[src/rtl/word_counter.sv]
// Word counter for a transfer engine: counts down, up-to-compare or with carry-out, per the mode field.
// Optional macro WORD_COUNTER_IRQ_EN enables a one-cycle irq pulse on entry to DONE.
module word_counter #(
    parameter int WIDTH = 8
) (
    input  logic             clk,
    input  logic             rst_n,
    input  logic [WIDTH-1:0] wc_init,
    input  logic [1:0]       mode,
    input  logic             wcld,
    input  logic             wcen,
    input  logic             clr,
    output logic [WIDTH-1:0] wc,
    output logic             busy,
    output logic             done,
    output logic             irq
);

    localparam logic [1:0] S_IDLE = 2'd0;
    localparam logic [1:0] S_RUN  = 2'd1;
    localparam logic [1:0] S_DONE = 2'd2;

    localparam logic [1:0] M_DOWN  = 2'b00;
    localparam logic [1:0] M_UP    = 2'b01;
    localparam logic [1:0] M_CARRY = 2'b11;

    localparam logic [WIDTH-1:0] ONE = WIDTH'(1);

    logic [1:0]       state_q, state_d;
    logic [WIDTH-1:0] wc_q, wc_d;
    logic [WIDTH-1:0] wc_inc, wc_dec;

    assign wc_inc = wc_q + ONE;
    assign wc_dec = wc_q - ONE;

    // Priority is clr > wcld > wcen; a zero load finishes immediately except in carry-out mode.
    always_comb begin
        state_d = state_q;
        wc_d    = wc_q;
        if (clr) begin
            state_d = S_IDLE;
            wc_d    = '0;
        end else if (wcld) begin
            wc_d    = (mode == M_UP) ? '0 : wc_init;
            state_d = S_RUN;
            if ((wc_init == '0) && ((mode == M_DOWN) || (mode == M_UP))) begin
                state_d = S_DONE;
            end
        end else if ((state_q == S_RUN) && wcen) begin
            case (mode)
                M_DOWN: begin
                    wc_d = wc_dec;
                    if (wc_q == ONE) state_d = S_DONE;
                end
                M_UP: begin
                    wc_d = wc_inc;
                    if (wc_inc == wc_init) state_d = S_DONE;
                end
                M_CARRY: begin
                    wc_d = wc_dec;
                    if (wc_q == '0) state_d = S_DONE;
                end
                default: begin
                    wc_d = wc_q;
                end
            endcase
        end
    end

    always_ff @(posedge clk or negedge rst_n) begin
        if (!rst_n) begin
            state_q <= S_IDLE;
            wc_q    <= '0;
        end else begin
            state_q <= state_d;
            wc_q    <= wc_d;
        end
    end

    assign wc   = wc_q;
    assign busy = (state_q == S_RUN);
    assign done = (state_q == S_DONE);

`ifdef WORD_COUNTER_IRQ_EN
    logic irq_q, irq_d;

    // A load that lands in DONE counts as a fresh entry even when already DONE.
    always_comb begin
        irq_d = (state_d == S_DONE) && ((state_q != S_DONE) || wcld);
    end

    always_ff @(posedge clk or negedge rst_n) begin
        if (!rst_n) begin
            irq_q <= 1'b0;
        end else begin
            irq_q <= irq_d;
        end
    end

    assign irq = irq_q;
`else
    assign irq = 1'b0;
`endif

endmodule

[config.mk]
export PLATFORM = sky130hd
export DESIGN_NAME = word_counter
export DESIGN_NICKNAME = d
export VERILOG_FILES = /design/src/rtl/word_counter.sv
export SDC_FILE = /design/constraint.sdc
export NUM_CORES = 1
export LEC_CHECK = 0
export ABC_AREA = 0
export CORE_ASPECT_RATIO = 0.7
export CORE_MARGIN = 1
export CORE_UTILIZATION = 45
export DETAILED_ROUTE_END_ITERATION = 10
export PLACE_DENSITY = 0.82
export SYNTH_ARGS = -nofsm -noshare
export SYNTH_HDL_FRONTEND = slang
export SYNTH_SLANG_ARGS = --single-unit
[constraint.sdc]
create_clock -name clk -period 1.75 [get_ports clk]
set_input_delay 0.2625 -clock clk [delete_from_list [all_inputs] [get_ports clk]]
set_output_delay 0.2625 -clock clk [all_outputs]
set_load 0.03 [all_outputs]
* After elaboration in Yosys (flattened, before gate mapping) *
Cells that the tools add are included.

storage, ports and cells
  register bits = 10
  output and inout bits = 11
  ROM bits = 0
  bits in latches = 0
  memories kept = 0
  bits in writable memories = 0
  bits of input ports = 15

operators by class
  shift-type cells = 0
  div/mod/pow operators = 0
  equal/unequal tests = 9
  add/subtract/negate cells = 2
  multiplexer cells = 13
  multiply operators = 0
  bitwise operators = 0
  order comparisons = 0
  reduce and logical (&&, ||, !) cells = 12

operators with widths
  operator             number
  $mux 8               4
  $logic_not 8->1      2
  $pmux 8 s2           1
  $mux 2               7
  $add 8x1->8 const B  1
  $eq 8x1->1 const B   1
  $eq 8x8->1           1
  $ne 4x3->1 const B   2
  $sub 8x1->8 const B  1
  $pmux 2 s3           1
  $reduce_and 5->1     1
  $reduce_bool 5->1    1
  $eq 2x1->1 const B   2
  $eq 2x2->1 const B   2
  $ne 4x4->1 const B   1
  $reduce_bool 4->1    1
  $reduce_bool 3->1    1
  $logic_and 1x1->1    2
  $logic_not 2->1      1
  $reduce_and 2->1     1
  $reduce_or 2->1      1
  $logic_or 1x1->1     1

* Longest topological paths before layout *
Gate-level depths: netlist of the first run.

  word-level depth = 7
  mapped depth = 8
  depth with buffers taken out = 7

* Worst setup path after synthesis of the first run *
No wires, ideal clock.

  path type = reg2reg
  from = reg wc_q[1], in the netlist wc[1]
  to = reg state_q[0]
  data required time = 1.617 ns
  arrival = 1.858 ns
  stages on the path, launching flop included = 7
  slack = -0.241 ns
  period minus slack after synthesis = 1.991 ns
  cell sequence = dfrtp_1 ha_1 and3_1 and4_1 o2111ai_1 o311ai_1 a21oi_1

on the way
  cells in the longest elaborated chain, start to end = 4

ends and longest elaborated chain
  what                                 RTL line  source
  start, declared                      30        logic [WIDTH-1:0] wc_q, wc_d;
  start signal, assigned               76        wc_q <= wc_d;
  $add 8x1->8                          33        assign wc_inc = wc_q + ONE;
  $eq 8x8->1                           57        if (wc_inc == wc_init) state_d = S_DONE;
  $ne 4x3->1 (no source line)          -
  $reduce_and 5->1 (no source line) *  -
  end signal, assigned                 75        state_q <= state_d;
  end, declared                        29        logic [1:0] state_q, state_d;

Mark *: on every way between the ends. The rest lies on a longest branch, timed or not.
A chain may end at the register's enable or synchronous reset.

* Worst setup path in the final report of the first run *
  from = reg wc_q[2], in the netlist wc[2]
  to = reg wc_q[7], in the netlist wc[7]

on the way
  cells in the longest elaborated chain, start to end = 5

ends and longest elaborated chain
  what                                        RTL line  source
  $sub 8x1->8 or $add 8x1->8 (tied branches)  34, 33
  $pmux 8 s2 *                                50        case (mode)
  $mux 8 *                                    49        end else if ((state_q == S_RUN) && wcen) begin
  $mux 8 *                                    43        end else if (wcld) begin
  $mux 8 *                                    40        if (clr) begin

Mark *: on every way between the ends. The rest lies on a longest branch, timed or not. The select of a mux whose other input is x is not followed.

==> flow_summary.html, run 1 <==
<table>
<tr><th>Metric</th><th>Value</th></tr>
<tr><th colspan="2">Route</th></tr>
<tr><td>Via Count</td><td>1472</td></tr>
<tr><td>Post-route antenna net violation count</td><td>0</td></tr>
<tr><td>Iter 0 DRT Violations</td><td>217</td></tr>
<tr><td>Via/cell ratio</td><td>6.29</td></tr>
<tr><td>Number of remaining DRC errors</td><td>0</td></tr>
<tr><td>Number of search-and-repair iterations in the first detailed-routing pass</td><td>7</td></tr>
<tr><td>Total detailed-routing wirelength</td><td>4940 um</td></tr>
<tr><td>Post-DR wirelength/cell</td><td>21.1 um</td></tr>
<tr><th colspan="2">Placement</th></tr>
<tr><td>Worst setup timing slack at the placement stage</td><td>-0.628 ns</td></tr>
<tr><td>Port-buffer cells</td><td>24</td></tr>
<tr><td>Weighted congestion reported at the end of routability-driven placement</td><td>roughly 0.97</td></tr>
<tr><td>DP HPWL</td><td>2790 um</td></tr>
<tr><th colspan="2">GRT</th></tr>
<tr><td>Antenna violations before repair</td><td>0</td></tr>
<tr><td>Residual overflow from global routing</td><td>0</td></tr>
<tr><td>All-Layer GR Usage</td><td>31.5%</td></tr>
<tr><td>First-pass GRT wire length</td><td>around 6600 um</td></tr>
<tr><td>Maximum number of pins on one net before global-route repair</td><td>11</td></tr>
<tr><td>Via count of the first global-routing pass</td><td>1316</td></tr>
<tr><th colspan="2">Clock tree</th></tr>
<tr><td>Maximum clock path buffer count</td><td>2</td></tr>
<tr><td>Number of H-tree levels</td><td>1</td></tr>
<tr><td>TritonCTS clock tree</td><td>done</td></tr>
<tr><td>Clock transition at the registers of the reported paths</td><td>~0.060 ns</td></tr>
<tr><td>TritonCTS Buffers</td><td>3</td></tr>
<tr><td>Root Buffer</td><td>sky130_fd_sc_hd__clkbuf_8</td></tr>
<tr><td>Insertion delay of the later-clocked pin in the worst-skew pair</td><td>between 0.2 and 0.3 ns</td></tr>
<tr><td>Num Clock Sinks</td><td>10</td></tr>
<tr><th colspan="2">Setup path</th></tr>
<tr><td>Data arrival time of the critical path</td><td>2.05 ns</td></tr>
<tr><td>Highest fanout seen on the critical path</td><td>5</td></tr>
<tr><td>Worst r2r path cells</td><td>5</td></tr>
<tr><td>Launching element type of the critical path</td><td>flop</td></tr>
<tr><td>Worst-case register-to-register setup slack</td><td>-0.16 ns</td></tr>
<tr><td>Critical path endpoint category</td><td>flop</td></tr>
<tr><td>Endpoint of the most critical register-to-register path</td><td>wc[7]</td></tr>
<tr><td>Category of the most critical setup path</td><td>reg -&gt; reg</td></tr>
<tr><td>Endpoint required time on the critical path</td><td>between 1.5 and 2 ns</td></tr>
<tr><td>RR Startpoint</td><td>wc[2]</td></tr>
<tr><th colspan="2">Status</th></tr>
<tr><td>Violations in the final reports</td><td>setup timing</td></tr>
<tr><td>Status</td><td>finished, violations left</td></tr>
<tr><th colspan="2">Timing</th></tr>
<tr><td>Count of endpoints failing hold in the final timing report</td><td>0</td></tr>
<tr><td>Max Clk Rate</td><td>around 520 MHz</td></tr>
<tr><td>Period Utilization, post-route</td><td>109%</td></tr>
<tr><td>Max-slew headroom</td><td>65.8%</td></tr>
<tr><td># setup viols final</td><td>6</td></tr>
<tr><td>Fin Hold WS</td><td>0.350 ns</td></tr>
<tr><td>Time the final worst path needs with I/O delays and setup</td><td>1.91 ns</td></tr>
<tr><td>Worst-margin pin slew</td><td>between 0.5 and 0.6 ns</td></tr>
<tr><td>Final slew viol count</td><td>0</td></tr>
<tr><td>Worst Setup Slack, final</td><td>-0.165 ns</td></tr>
<tr><td>RSZ-0062 raised after global routing</td><td>true</td></tr>
<tr><td>Final Skew</td><td>0.00851 ns</td></tr>
<tr><th colspan="2">Floorplan</th></tr>
<tr><td>Horizontal die dimension</td><td>63.0 um</td></tr>
<tr><td>Row cnt</td><td>15</td></tr>
<tr><td>Starting density of the core</td><td>47.6%</td></tr>
<tr><td>Core region area</td><td>0.00246 sq mm</td></tr>
<tr><td>Count of pins on the block boundary</td><td>26</td></tr>
<tr><td>Area of the die</td><td>0.00281 sq mm</td></tr>
<tr><td>Die boundary height</td><td>44.7 um</td></tr>
<tr><th colspan="2">Synth</th></tr>
<tr><td>Sequential cell area fraction in the yosys report</td><td>a little over a fifth</td></tr>
<tr><td>Post-Synthesis Cell Area</td><td>0.00117 sq mm</td></tr>
<tr><td>Largest family of logic cells by synthesized area</td><td>compound AO/OA/AOI/OAI gates</td></tr>
<tr><td>Fraction of registers with async set/reset</td><td>100%</td></tr>
<tr><td>Count of warnings emitted by yosys</td><td>0</td></tr>
<tr><td>Synthesized instance count</td><td>136</td></tr>
<tr><td>Number of library cell types mapped by synthesis</td><td>47</td></tr>
<tr><td>Fraction of the mapped netlist area in compound gates</td><td>between 20% and 30%</td></tr>
<tr><td>Area share of and/or/nand/nor cells after synthesis</td><td>21.3%</td></tr>
<tr><td>Post-synth EDFFs</td><td>0</td></tr>
<tr><td>Most used flip-flop cell after synthesis</td><td>sky130_fd_sc_hd__dfrtp_1</td></tr>
<tr><td>Proportion of synthesized area in mux cells</td><td>~2.7%</td></tr>
<tr><td>FF+latch count, synth</td><td>10</td></tr>
<tr><td>Average size of a mapped cell</td><td>8.61 sq um</td></tr>
<tr><td>Share of synthesized cell area in full adder, half adder and majority cells</td><td>7.48%</td></tr>
<tr><td>Synth Area in XOR/XNOR</td><td>12.0%</td></tr>
<tr><td>Net count after synthesis</td><td>158</td></tr>
<tr><th colspan="2">Layout</th></tr>
<tr><td>Syn-to-layout area delta</td><td>71.8%</td></tr>
<tr><td>Net count, final</td><td>223</td></tr>
<tr><td>Fill count</td><td>138</td></tr>
<tr><td>Layout cells sized above 1</td><td>51.0%</td></tr>
<tr><td>Sequential cell area</td><td>256 sq um</td></tr>
<tr><td>Most frequent cells in the layout</td><td>sky130_fd_sc_hd__buf_4 (42), sky130_fd_sc_hd__clkdlybuf4s50_1 (14), sky130_fd_sc_hd__xnor2_1 (9)</td></tr>
<tr><td>Leading cell type in the layout, fill and taps excluded</td><td>sky130_fd_sc_hd__buf_4</td></tr>
<tr><td>Core Util, Final</td><td>between 80% and 90%</td></tr>
<tr><td>ANT cells</td><td>0</td></tr>
<tr><td>Multi-input gate area</td><td>0.00103 sq mm</td></tr>
<tr><th colspan="2">Pwr</th></tr>
<tr><td>Static leakage</td><td>0.890 nW</td></tr>
<tr><td>PnR Total Power</td><td>1.14 mW</td></tr>
<tr><td>Power Density</td><td>569 mW/mm^2</td></tr>
<tr><td>Worst VDD drop</td><td>0.378 mV</td></tr>
<tr><th colspan="2">Job</th></tr>
<tr><td>Max_cap viols</td><td>0</td></tr>
<tr><th colspan="2">Hold path</th></tr>
<tr><td>Type of the most critical hold path</td><td>in -&gt; async</td></tr>
</table>
## critical path, cell delays in order, from the launching register on
cell                      delay [ns]
sky130_fd_sc_hd__dfrtp_2        0.44
sky130_fd_sc_hd__or4_4          0.62
sky130_fd_sc_hd__nor3_4         0.21
sky130_fd_sc_hd__o21ai_2        0.12
sky130_fd_sc_hd__xnor2_1        0.16
sky130_fd_sc_hd__a32o_2         0.24
## routing by layer
metal | vias to the layer above | part of all wire (%) | global-route usage (%)
li1 | 624 | - | -
met1 | 689 | 39 | 38.2
met2 | 114 | 46 | 55.1
met3 | 45 | 9.7 | 7.73
met4 | 0 | 5.9 | 11.6
met5 | - | 0 | 0
## where the power goes
part / total (mW) / switching (mW) / internal (mW) / leakage [nW]
combinational: 0.558 / 0.291 / 0.267 / 0.735
sequential: 0.271 / 0.0236 / 0.248 / 0.126
clock: 0.316 / 0.116 / 0.199 / 0.0288
total: 1.14 / 0.431 / 0.714 / 0.890
## worst max-delay path by stage
stage / from / endpoint / slack (ns) / cells past startpoint
final: wc[2] / wc[7] / -0.16 / 5
after CTS: wc[1] / wc[3] / -0.07 / 6
after global placement: mode[0] / wc[7] / -0.55 / 9
after global routing: wc[2] / wc[7] / -0.19 / 5
after detailed placement: mode[1] / wc[7] / -0.63 / 9
after floorplan: wc[5] / state_q[0] / -0.06 / 6
## cells by family (layout without fill, tap and decap cells)
kind of cell / after synthesis / in the layout
and+or+nand+nor: 43 / 43
AOI/OAI and AO/OA: 37 / 37
xor gates and xnor gates: 16 / 16
buffers and inverters: 19 / 83
other: 1 / 1
muxes: 3 / 3
DFF: 10 / 10
adders and majority gates: 7 / 7
## synthesized netlist by cell type, drive strengths merged (2+ instances only)
cell     count  area [sq um]
nor3         6          30.0
a31oi        4          25.0
dfrtp       10           250
nor4         3          18.8
a32o         2          20.0
nand2        5          18.8
o21ai        4          20.0
a211oi       3          32.5
a2bb2oi      3          26.3
nor2b        5          31.3
clkbuf       2          15.0
buf          8          78.8
o211ai       2          15.0
nand4        2          12.5
or4          2          22.5
xnor2       11          96.3
mux2i        2          20.0
nand3b       2          15.0
or3          2          13.8
nor2         8          30.0
and4         2          17.5
xor2         5          43.8
ha           7          87.6
inv          9          33.8
a21oi        7          35.0
nand3        2          10.0
## timing repair
action	in CTS	in global routing
resized for setup	28	31
pin swaps	17	20
hold buffers	0	0
endpoints found under the setup margin	13	11
buffers inserted	2	9
## layout make-up
type,count,area share [%]
well taps,34,2.11
repair buffers,70,29.4
inverters,9,1.68
multi-input cells,107,51.3
clock buffers,4,2.74
flip-flops and latches,10,12.7
## flip-flops by register name, indices dropped and copies added, names as in the netlist
register / cells
wc: 8
state_q: 2
## through the flow
stage               instance area [sq um]  cells  TNS, ns
finish                               2010    234   -0.488
global route                         2010    234   -0.879
CTS                                  1830    225  -0.0892
detailed placement                   1660    219    -4.69
global placement                     1660    219    -4.37
floorplan                            1210    136   -0.206
(Power assumes the default switching activity.)
==> run 2: changes to the inputs <==
--- a/config.mk
+++ b/config.mk
@@ -11,6 +11,7 @@
 export CORE_UTILIZATION = 45
 export DETAILED_ROUTE_END_ITERATION = 10
 export PLACE_DENSITY = 0.82
+export SKIP_LAST_GASP = 1
 export SYNTH_ARGS = -nofsm -noshare
 export SYNTH_HDL_FRONTEND = slang
 export SYNTH_SLANG_ARGS = --single-unit
==> flow_summary.html, run 2 (synthesized netlist as in run 1, its figures left out) <==
<table>
<tr><th>Metric</th><th>Value</th></tr>
<tr><th colspan="2">Clock tree</th></tr>
<tr><td>TritonCTS clock tree</td><td>done</td></tr>
<tr><td>Clock transition at the registers of the reported paths</td><td>0.06 ns</td></tr>
<tr><td>Number of H-tree levels</td><td>1</td></tr>
<tr><td>Insertion delay of the later-clocked pin in the worst-skew pair</td><td>0.25 ns</td></tr>
<tr><td>TritonCTS Buffers</td><td>3</td></tr>
<tr><td>Num Clock Sinks</td><td>10</td></tr>
<tr><td>Root Buffer</td><td>sky130_fd_sc_hd__clkbuf_8</td></tr>
<tr><td>Hold bufs inserted after CTS</td><td>0</td></tr>
<tr><td>Maximum clock path buffer count</td><td>2</td></tr>
<tr><th colspan="2">Placement</th></tr>
<tr><td>Weighted congestion reported at the end of routability-driven placement</td><td>0.974</td></tr>
<tr><td>Number of instances in the placed design</td><td>219</td></tr>
<tr><td>Placed cell areas</td><td>0.00166 sq mm</td></tr>
<tr><td>DP HPWL</td><td>~2800 um</td></tr>
<tr><td>Port-buffer cells</td><td>24</td></tr>
<tr><th colspan="2">Layout</th></tr>
<tr><td>Largest register FFs</td><td>8</td></tr>
<tr><td>ANT cells</td><td>0</td></tr>
<tr><td>Most frequent cells in the layout</td><td>sky130_fd_sc_hd__buf_4 (41), sky130_fd_sc_hd__clkdlybuf4s50_1 (13), sky130_fd_sc_hd__xnor2_1 (9)</td></tr>
<tr><td>Syn-to-layout area delta</td><td>74.4%</td></tr>
<tr><td>Layout cells sized above 1</td><td>53.0%</td></tr>
<tr><td>Fill count</td><td>127</td></tr>
<tr><td>Net count, final</td><td>223</td></tr>
<tr><td>Leading cell type in the layout, fill and taps excluded</td><td>sky130_fd_sc_hd__buf_4</td></tr>
<tr><td>Post-layout instance area</td><td>0.00204 sq mm</td></tr>
<tr><td>Number of non-filler instances in the completed layout</td><td>234</td></tr>
<tr><th colspan="2">Timing</th></tr>
<tr><td>Max-slew headroom</td><td>66.6%</td></tr>
<tr><td>Time the final worst path needs with I/O delays and setup</td><td>1.86 ns</td></tr>
<tr><td>Setup TNS</td><td>-0.361 ns</td></tr>
<tr><td>Max Clk Rate</td><td>539 MHz</td></tr>
<tr><td>Worst-margin pin slew</td><td>between 0.4 and 0.5 ns</td></tr>
<tr><td>RSZ-0062 raised after global routing</td><td>true</td></tr>
<tr><td>Worst Setup Slack, final</td><td>-0.106 ns</td></tr>
<tr><td>Period Utilization, post-route</td><td>106%</td></tr>
<tr><td># setup viols final</td><td>7</td></tr>
<tr><td>Final Skew</td><td>0.00374 ns</td></tr>
<tr><td>Count of endpoints failing hold in the final timing report</td><td>0</td></tr>
<tr><td>Final slew viol count</td><td>0</td></tr>
<tr><th colspan="2">Pwr</th></tr>
<tr><td>Power Density</td><td>561 mW/mm^2</td></tr>
<tr><td>Share of total power in combinational logic</td><td>49.0%</td></tr>
<tr><td>Sequential power share</td><td>23.6%</td></tr>
<tr><td>Sw frac</td><td>37.4%</td></tr>
<tr><td>Internal power</td><td>between 0.7 and 0.8 mW</td></tr>
<tr><td>Switching component of the power</td><td>0.428 mW</td></tr>
<tr><td>Worst VDD drop</td><td>0.273 mV</td></tr>
<tr><td>Static leakage</td><td>0.916 nW</td></tr>
<tr><td>Part of the total power dissipated in the clock network</td><td>27.4%</td></tr>
<tr><th colspan="2">Floorplan</th></tr>
<tr><td>Area of the die</td><td>between 0.002 and 0.003 sq mm</td></tr>
<tr><td>Horizontal die dimension</td><td>63.0 um</td></tr>
<tr><td>Starting density of the core</td><td>around 48%</td></tr>
<tr><td>Count of pins on the block boundary</td><td>26</td></tr>
<tr><td>Die boundary height</td><td>44.7 um</td></tr>
<tr><td>Row cnt</td><td>15</td></tr>
<tr><td>Core region area</td><td>roughly 0.0025 sq mm</td></tr>
<tr><th colspan="2">GRT</th></tr>
<tr><td>All-Layer GR Usage</td><td>31.3%</td></tr>
<tr><td>Residual overflow from global routing</td><td>0</td></tr>
<tr><td>First-pass GRT wire length</td><td>6540 um</td></tr>
<tr><td>Maximum number of pins on one net before global-route repair</td><td>11</td></tr>
<tr><td>Via count of the first global-routing pass</td><td>1317</td></tr>
<tr><td>Antenna violations before repair</td><td>0</td></tr>
<tr><th colspan="2">Route</th></tr>
<tr><td>Via/cell ratio</td><td>6.16</td></tr>
<tr><td>Post-route antenna net violation count</td><td>0</td></tr>
<tr><td>Total detailed-routing wirelength</td><td>slightly below 5000 um</td></tr>
<tr><td>Iter 0 DRT Violations</td><td>115</td></tr>
<tr><td>Number of search-and-repair iterations in the first detailed-routing pass</td><td>5</td></tr>
<tr><td>Number of remaining DRC errors</td><td>0</td></tr>
<tr><td>Via Count</td><td>1442</td></tr>
<tr><td>Post-DR wirelength/cell</td><td>20.6 um</td></tr>
<tr><th colspan="2">Status</th></tr>
<tr><td>Status</td><td>finished, violations left</td></tr>
<tr><td>Violations in the final reports</td><td>setup timing</td></tr>
<tr><th colspan="2">Hold path</th></tr>
<tr><td>Type of the most critical hold path</td><td>in -&gt; async</td></tr>
<tr><th colspan="2">Setup path</th></tr>
<tr><td>Critical path endpoint category</td><td>flop</td></tr>
<tr><td>Category of the most critical setup path</td><td>reg -&gt; reg</td></tr>
<tr><td>Launching element type of the critical path</td><td>flop</td></tr>
<tr><td>Highest fanout seen on the critical path</td><td>4</td></tr>
<tr><td>Data arrival time of the critical path</td><td>slightly above 2 ns</td></tr>
<tr><td>Endpoint required time on the critical path</td><td>1.93 ns</td></tr>
<tr><th colspan="2">Job</th></tr>
<tr><td>Max_cap viols</td><td>0</td></tr>
</table>
==> run 2: cell type report <==
type,instances,area [sq um],area share (%)
flip-flops and latches,10,256,12.6
multi-input cells,107,1050,51.2
well taps,34,42.5,2.08
inverters,9,36.3,1.78
repair buffers,70,606,29.7
clock buffers,4,55.1,2.70
==> run 2: worst max-delay path, stage by stage (launching register included) <==
cell	delay (ns)
sky130_fd_sc_hd__dfrtp_2	0.43
sky130_fd_sc_hd__buf_4	0.15
sky130_fd_sc_hd__inv_4	0.06
sky130_fd_sc_hd__buf_6	0.09
sky130_fd_sc_hd__ha_4	0.10
sky130_fd_sc_hd__inv_1	0.05
sky130_fd_sc_hd__a221o_1	0.33
sky130_fd_sc_hd__mux2_4	0.30
sky130_fd_sc_hd__nor3_2	0.13
sky130_fd_sc_hd__a32o_1	0.15
==> run 2: power by group through the flow <==
| stage | clock network (mW) | logic (mW) | registers [mW] |
|---|---|---|---|
| floorplan | 0 | 0.232 | 0.293 |
| global placement | 0 | 0.412 | 0.273 |
| detailed placement | 0 | 0.421 | 0.274 |
| CTS | 0.308 | 0.459 | 0.270 |
| global route | 0.327 | 0.587 | 0.272 |
| finish | 0.314 | 0.561 | 0.271 |
==> run 2: final timing paths <==
check,start,endpoint,slack [ns],cells past startpoint
max,wc[1],state_q[1],-0.11,9
min reg2reg,state_q[1],state_q[1],0.61,1
max reg2reg,wc[1],state_q[1],-0.11,9
max in group asynchronous,rst_n,wc[1],1.04,1
min,rst_n,wc[3],0.35,1
min in group clk,wc_init[7],wc[7],0.52,3
==> run 2: stage by stage <==
| stage | hold WS, ns | utilization, % | total power [mW] | setup WS, ns |
|---|---|---|---|---|
| after floorplan | -0.0331 | - | 0.525 | -0.0580 |
| after global placement | 0.561 | 67.3 | 0.685 | -0.548 |
| after detailed placement | 0.583 | 67.3 | 0.695 | -0.628 |
| after CTS | 0.371 | 74.4 | 1.04 | -0.0776 |
| after global routing | 0.385 | 83.1 | 1.19 | -0.190 |
| final | 0.348 | 83.1 | 1.15 | -0.106 |
==> run 2: layer usage <==
layer / GRT usage (%) / up-vias / routed length, um
met2: 54.8 / 118 / 2180
met3: 7.73 / 32 / 410
met4: 12.6 / 0 / 248
met1: 37.6 / 674 / 1990
met5: 0 / - / 0
li1: - / 618 / -
==> run 2: timing repair <==
action,CTS,global route
endpoints found under the setup margin,13,13
cloned,0,0
pin swaps,16,22
endpoints found under the hold margin,0,0
setup buffers,2,9
resized for setup,26,43
==> run 3: changes to the inputs <==
--- a/config.mk
+++ b/config.mk
@@ -11,6 +11,7 @@
 export CORE_UTILIZATION = 45
 export DETAILED_ROUTE_END_ITERATION = 10
 export PLACE_DENSITY = 0.82
+export SETUP_SLACK_MARGIN = 0.3
 export SKIP_LAST_GASP = 1
 export SYNTH_ARGS = -nofsm -noshare
 export SYNTH_HDL_FRONTEND = slang
==> flow_summary.html, run 3 (synthesized netlist as in run 1, its figures left out) <==
<table>
<tr><th>Metric</th><th>Value</th></tr>
<tr><th colspan="2">GRT</th></tr>
<tr><td>Via count of the first global-routing pass</td><td>between 1000 and 1500</td></tr>
<tr><td>Maximum number of pins on one net before global-route repair</td><td>18</td></tr>
<tr><td>Residual overflow from global routing</td><td>0</td></tr>
<tr><td>All-Layer GR Usage</td><td>31.3%</td></tr>
<tr><td>Routing usage on met1</td><td>38.1%</td></tr>
<tr><td>First-pass GRT wire length</td><td>around 6600 um</td></tr>
<tr><td>Met2 track demand over resource</td><td>55.9%</td></tr>
<tr><td>Met3 usage in global routing</td><td>under 10%</td></tr>
<tr><td>Most used routing layer in global routing</td><td>met2</td></tr>
<tr><td>Antenna violations before repair</td><td>0</td></tr>
<tr><th colspan="2">Timing</th></tr>
<tr><td>Max Clk Rate</td><td>558 MHz</td></tr>
<tr><td>Worst-margin pin slew</td><td>0.538 ns</td></tr>
<tr><td>Time the final worst path needs with I/O delays and setup</td><td>1.79 ns</td></tr>
<tr><td>Final Skew</td><td>a little under 0.006 ns</td></tr>
<tr><td>Worst Setup Slack, final</td><td>-0.0425 ns</td></tr>
<tr><td>Fin Hold WS</td><td>approximately 0.36 ns</td></tr>
<tr><td>RSZ-0062 raised after global routing</td><td>true</td></tr>
<tr><td># setup viols final</td><td>5</td></tr>
<tr><td>Count of endpoints failing hold in the final timing report</td><td>0</td></tr>
<tr><td>Final slew viol count</td><td>0</td></tr>
<tr><td>Max-slew headroom</td><td>64.0%</td></tr>
<tr><td>Period Utilization, post-route</td><td>102%</td></tr>
<tr><th colspan="2">Route</th></tr>
<tr><td>Number of remaining DRC errors</td><td>0</td></tr>
<tr><td>Number of search-and-repair iterations in the first detailed-routing pass</td><td>4</td></tr>
<tr><td>Total detailed-routing wirelength</td><td>around 4400 um</td></tr>
<tr><td>Via Count</td><td>about 1400</td></tr>
<tr><td>Iter 0 DRT Violations</td><td>122</td></tr>
<tr><td>Post-route antenna net violation count</td><td>0</td></tr>
<tr><td>Post-DR wirelength/cell</td><td>approximately 19 um</td></tr>
<tr><td>Via/cell ratio</td><td>5.93</td></tr>
<tr><th colspan="2">Setup path</th></tr>
<tr><td>RR Startpoint</td><td>wc[0]</td></tr>
<tr><td>Endpoint required time on the critical path</td><td>1.88 ns</td></tr>
<tr><td>Critical path endpoint category</td><td>flop</td></tr>
<tr><td>Cell repeated most along the worst path</td><td>sky130_fd_sc_hd__buf_4</td></tr>
<tr><td>Endpoint of the most critical register-to-register path</td><td>wc[5]</td></tr>
<tr><td>Critical Path Max Stage Delay</td><td>0.48 ns</td></tr>
<tr><td>Critical path buffers and inverters</td><td>3</td></tr>
<tr><td>Highest fanout seen on the critical path</td><td>5</td></tr>
<tr><td>Launching element type of the critical path</td><td>flop</td></tr>
<tr><td>Slowest cell on crit path</td><td>sky130_fd_sc_hd__dfrtp_2</td></tr>
<tr><td>Data arrival time of the critical path</td><td>about 1.9 ns</td></tr>
<tr><td>Worst r2r path cells</td><td>8</td></tr>
<tr><td>Ordered list of cells on the worst path</td><td>buf_4, buf_4, nand4_1, buf_4, o22ai_4, a31oi_1, a21oi_1, nor3_1</td></tr>
<tr><td>Category of the most critical setup path</td><td>reg -&gt; reg</td></tr>
<tr><td>Kind of cell adding the most delay to the critical path</td><td>buffers and inverters</td></tr>
<tr><td>Worst-case register-to-register setup slack</td><td>-0.04 ns</td></tr>
<tr><th colspan="2">Placement</th></tr>
<tr><td>DP HPWL</td><td>around 2900 um</td></tr>
<tr><td>Port-buffer cells</td><td>24</td></tr>
<tr><td>Number of instances in the placed design</td><td>approximately 230</td></tr>
<tr><td>Weighted congestion reported at the end of routability-driven placement</td><td>approximately 0.94</td></tr>
<tr><th colspan="2">Pwr</th></tr>
<tr><td>Worst VDD drop</td><td>0.403 mV</td></tr>
<tr><td>Power Density</td><td>567 mW/mm^2</td></tr>
<tr><td>Static leakage</td><td>0.853 nW</td></tr>
<tr><th colspan="2">Clock tree</th></tr>
<tr><td>Number of H-tree levels</td><td>1</td></tr>
<tr><td>Maximum clock path buffer count</td><td>2</td></tr>
<tr><td>Insertion delay of the later-clocked pin in the worst-skew pair</td><td>~0.25 ns</td></tr>
<tr><td>Hold bufs inserted after CTS</td><td>0</td></tr>
<tr><td>TritonCTS clock tree</td><td>done</td></tr>
<tr><td>Clock transition at the registers of the reported paths</td><td>0.06 ns</td></tr>
<tr><td>TritonCTS Buffers</td><td>3</td></tr>
<tr><td>Num Clock Sinks</td><td>10</td></tr>
<tr><td>Root Buffer</td><td>sky130_fd_sc_hd__clkbuf_8</td></tr>
<tr><th colspan="2">Floorplan</th></tr>
<tr><td>Core region area</td><td>0.00246 sq mm</td></tr>
<tr><td>Starting density of the core</td><td>~48%</td></tr>
<tr><td>Row cnt</td><td>15</td></tr>
<tr><td>Count of pins on the block boundary</td><td>26</td></tr>
<tr><td>Area of the die</td><td>roughly 0.0028 sq mm</td></tr>
<tr><td>Horizontal die dimension</td><td>63.0 um</td></tr>
<tr><td>Die boundary height</td><td>between 40 and 50 um</td></tr>
<tr><th colspan="2">Layout</th></tr>
<tr><td>Most frequent cells in the layout</td><td>sky130_fd_sc_hd__buf_4 (48), sky130_fd_sc_hd__clkdlybuf4s50_1 (12), sky130_fd_sc_hd__xnor2_1 (10)</td></tr>
<tr><td>Largest register FFs</td><td>8</td></tr>
<tr><td>ANT cells</td><td>0</td></tr>
<tr><td>Syn-to-layout area delta</td><td>69.3%</td></tr>
<tr><td>Leading cell type in the layout, fill and taps excluded</td><td>sky130_fd_sc_hd__buf_4</td></tr>
<tr><td>Layout cells sized above 1</td><td>50.0%</td></tr>
<tr><td>Number of non-filler instances in the completed layout</td><td>238</td></tr>
<tr><td>Net count, final</td><td>between 200 and 250</td></tr>
<tr><th colspan="2">Status</th></tr>
<tr><td>Violations in the final reports</td><td>setup timing</td></tr>
<tr><td>Status</td><td>finished, violations left</td></tr>
<tr><th colspan="2">Hold path</th></tr>
<tr><td>Type of the most critical hold path</td><td>in -&gt; async</td></tr>
<tr><th colspan="2">Job</th></tr>
<tr><td>Max_cap viols</td><td>0</td></tr>
</table>
run 3: what timing repair did:
| item | in CTS | in global routing |
|---|---|---|
| endpoints found under the setup margin | 20 | 15 |
| gates resized for setup | 36 | 16 |
| pin swaps | 11 | 6 |
| setup buffers | 5 | 2 |
run 3: routing by layer:
layer / vias up / part of all wire (%)
met1: 666 / 41
met5: - / 0
met3: 23 / 8.9
met2: 88 / 47
met4: 0 / 3.1
li1: 634 / -
run 3: worst register-to-register path, stage by stage, from the launching register on:
cell and delay, ns:
sky130_fd_sc_hd__dfrtp_2 0.48, sky130_fd_sc_hd__buf_4 0.17, sky130_fd_sc_hd__buf_4 0.14, sky130_fd_sc_hd__nand4_1 0.15
sky130_fd_sc_hd__buf_4 0.19, sky130_fd_sc_hd__o22ai_4 0.12, sky130_fd_sc_hd__a31oi_1 0.11, sky130_fd_sc_hd__a21oi_1 0.21
sky130_fd_sc_hd__nor3_1 0.10
run 3: worst max-delay path by stage:
stage	from	end	cells past startpoint
after CTS	wc[0]	wc[3]	6
after detailed placement	mode[1]	wc[3]	8
after global placement	mode[1]	wc[3]	8
after global routing	wc[1]	wc[4]	8
final	wc[0]	wc[5]	8
after floorplan	wc[5]	state_q[0]	6
run 3: cell type report:
class | count | area, sq um
Clock buffer | 4 | 55.1
Fill cell | 150 | 475
Inverter | 9 | 51.3
Multi-Input combinational cell | 107 | 975
Sequential cell | 10 | 258
Tap cell | 34 | 42.5
Timing Repair Buffer | 74 | 602
run 3: metrics by stage:
step | TNS [ns] | util (%) | instance area (sq um) | setup slack, ns | power, mW
floorplan | -0.197 | - | 1300 | -0.0579 | 0.555
global placement | -4.81 | 73.5 | 1810 | -0.636 | 0.735
detailed placement | -5.16 | 73.5 | 1810 | -0.689 | 0.746
CTS | -0.0808 | 78.5 | 1930 | -0.0697 | 1.08
global route | -0.659 | 80.7 | 1980 | -0.128 | 1.17
finish | -0.166 | 80.7 | 1980 | -0.0425 | 1.12
run 3: report_power, final:
part	leakage [nW]	switching (mW)	internal [mW]	total, mW
sequential	0.125	0.0274	0.248	0.276
combinational	0.700	0.266	0.271	0.537
clock	0.0288	0.111	0.199	0.311
total	0.853	0.405	0.719	1.12
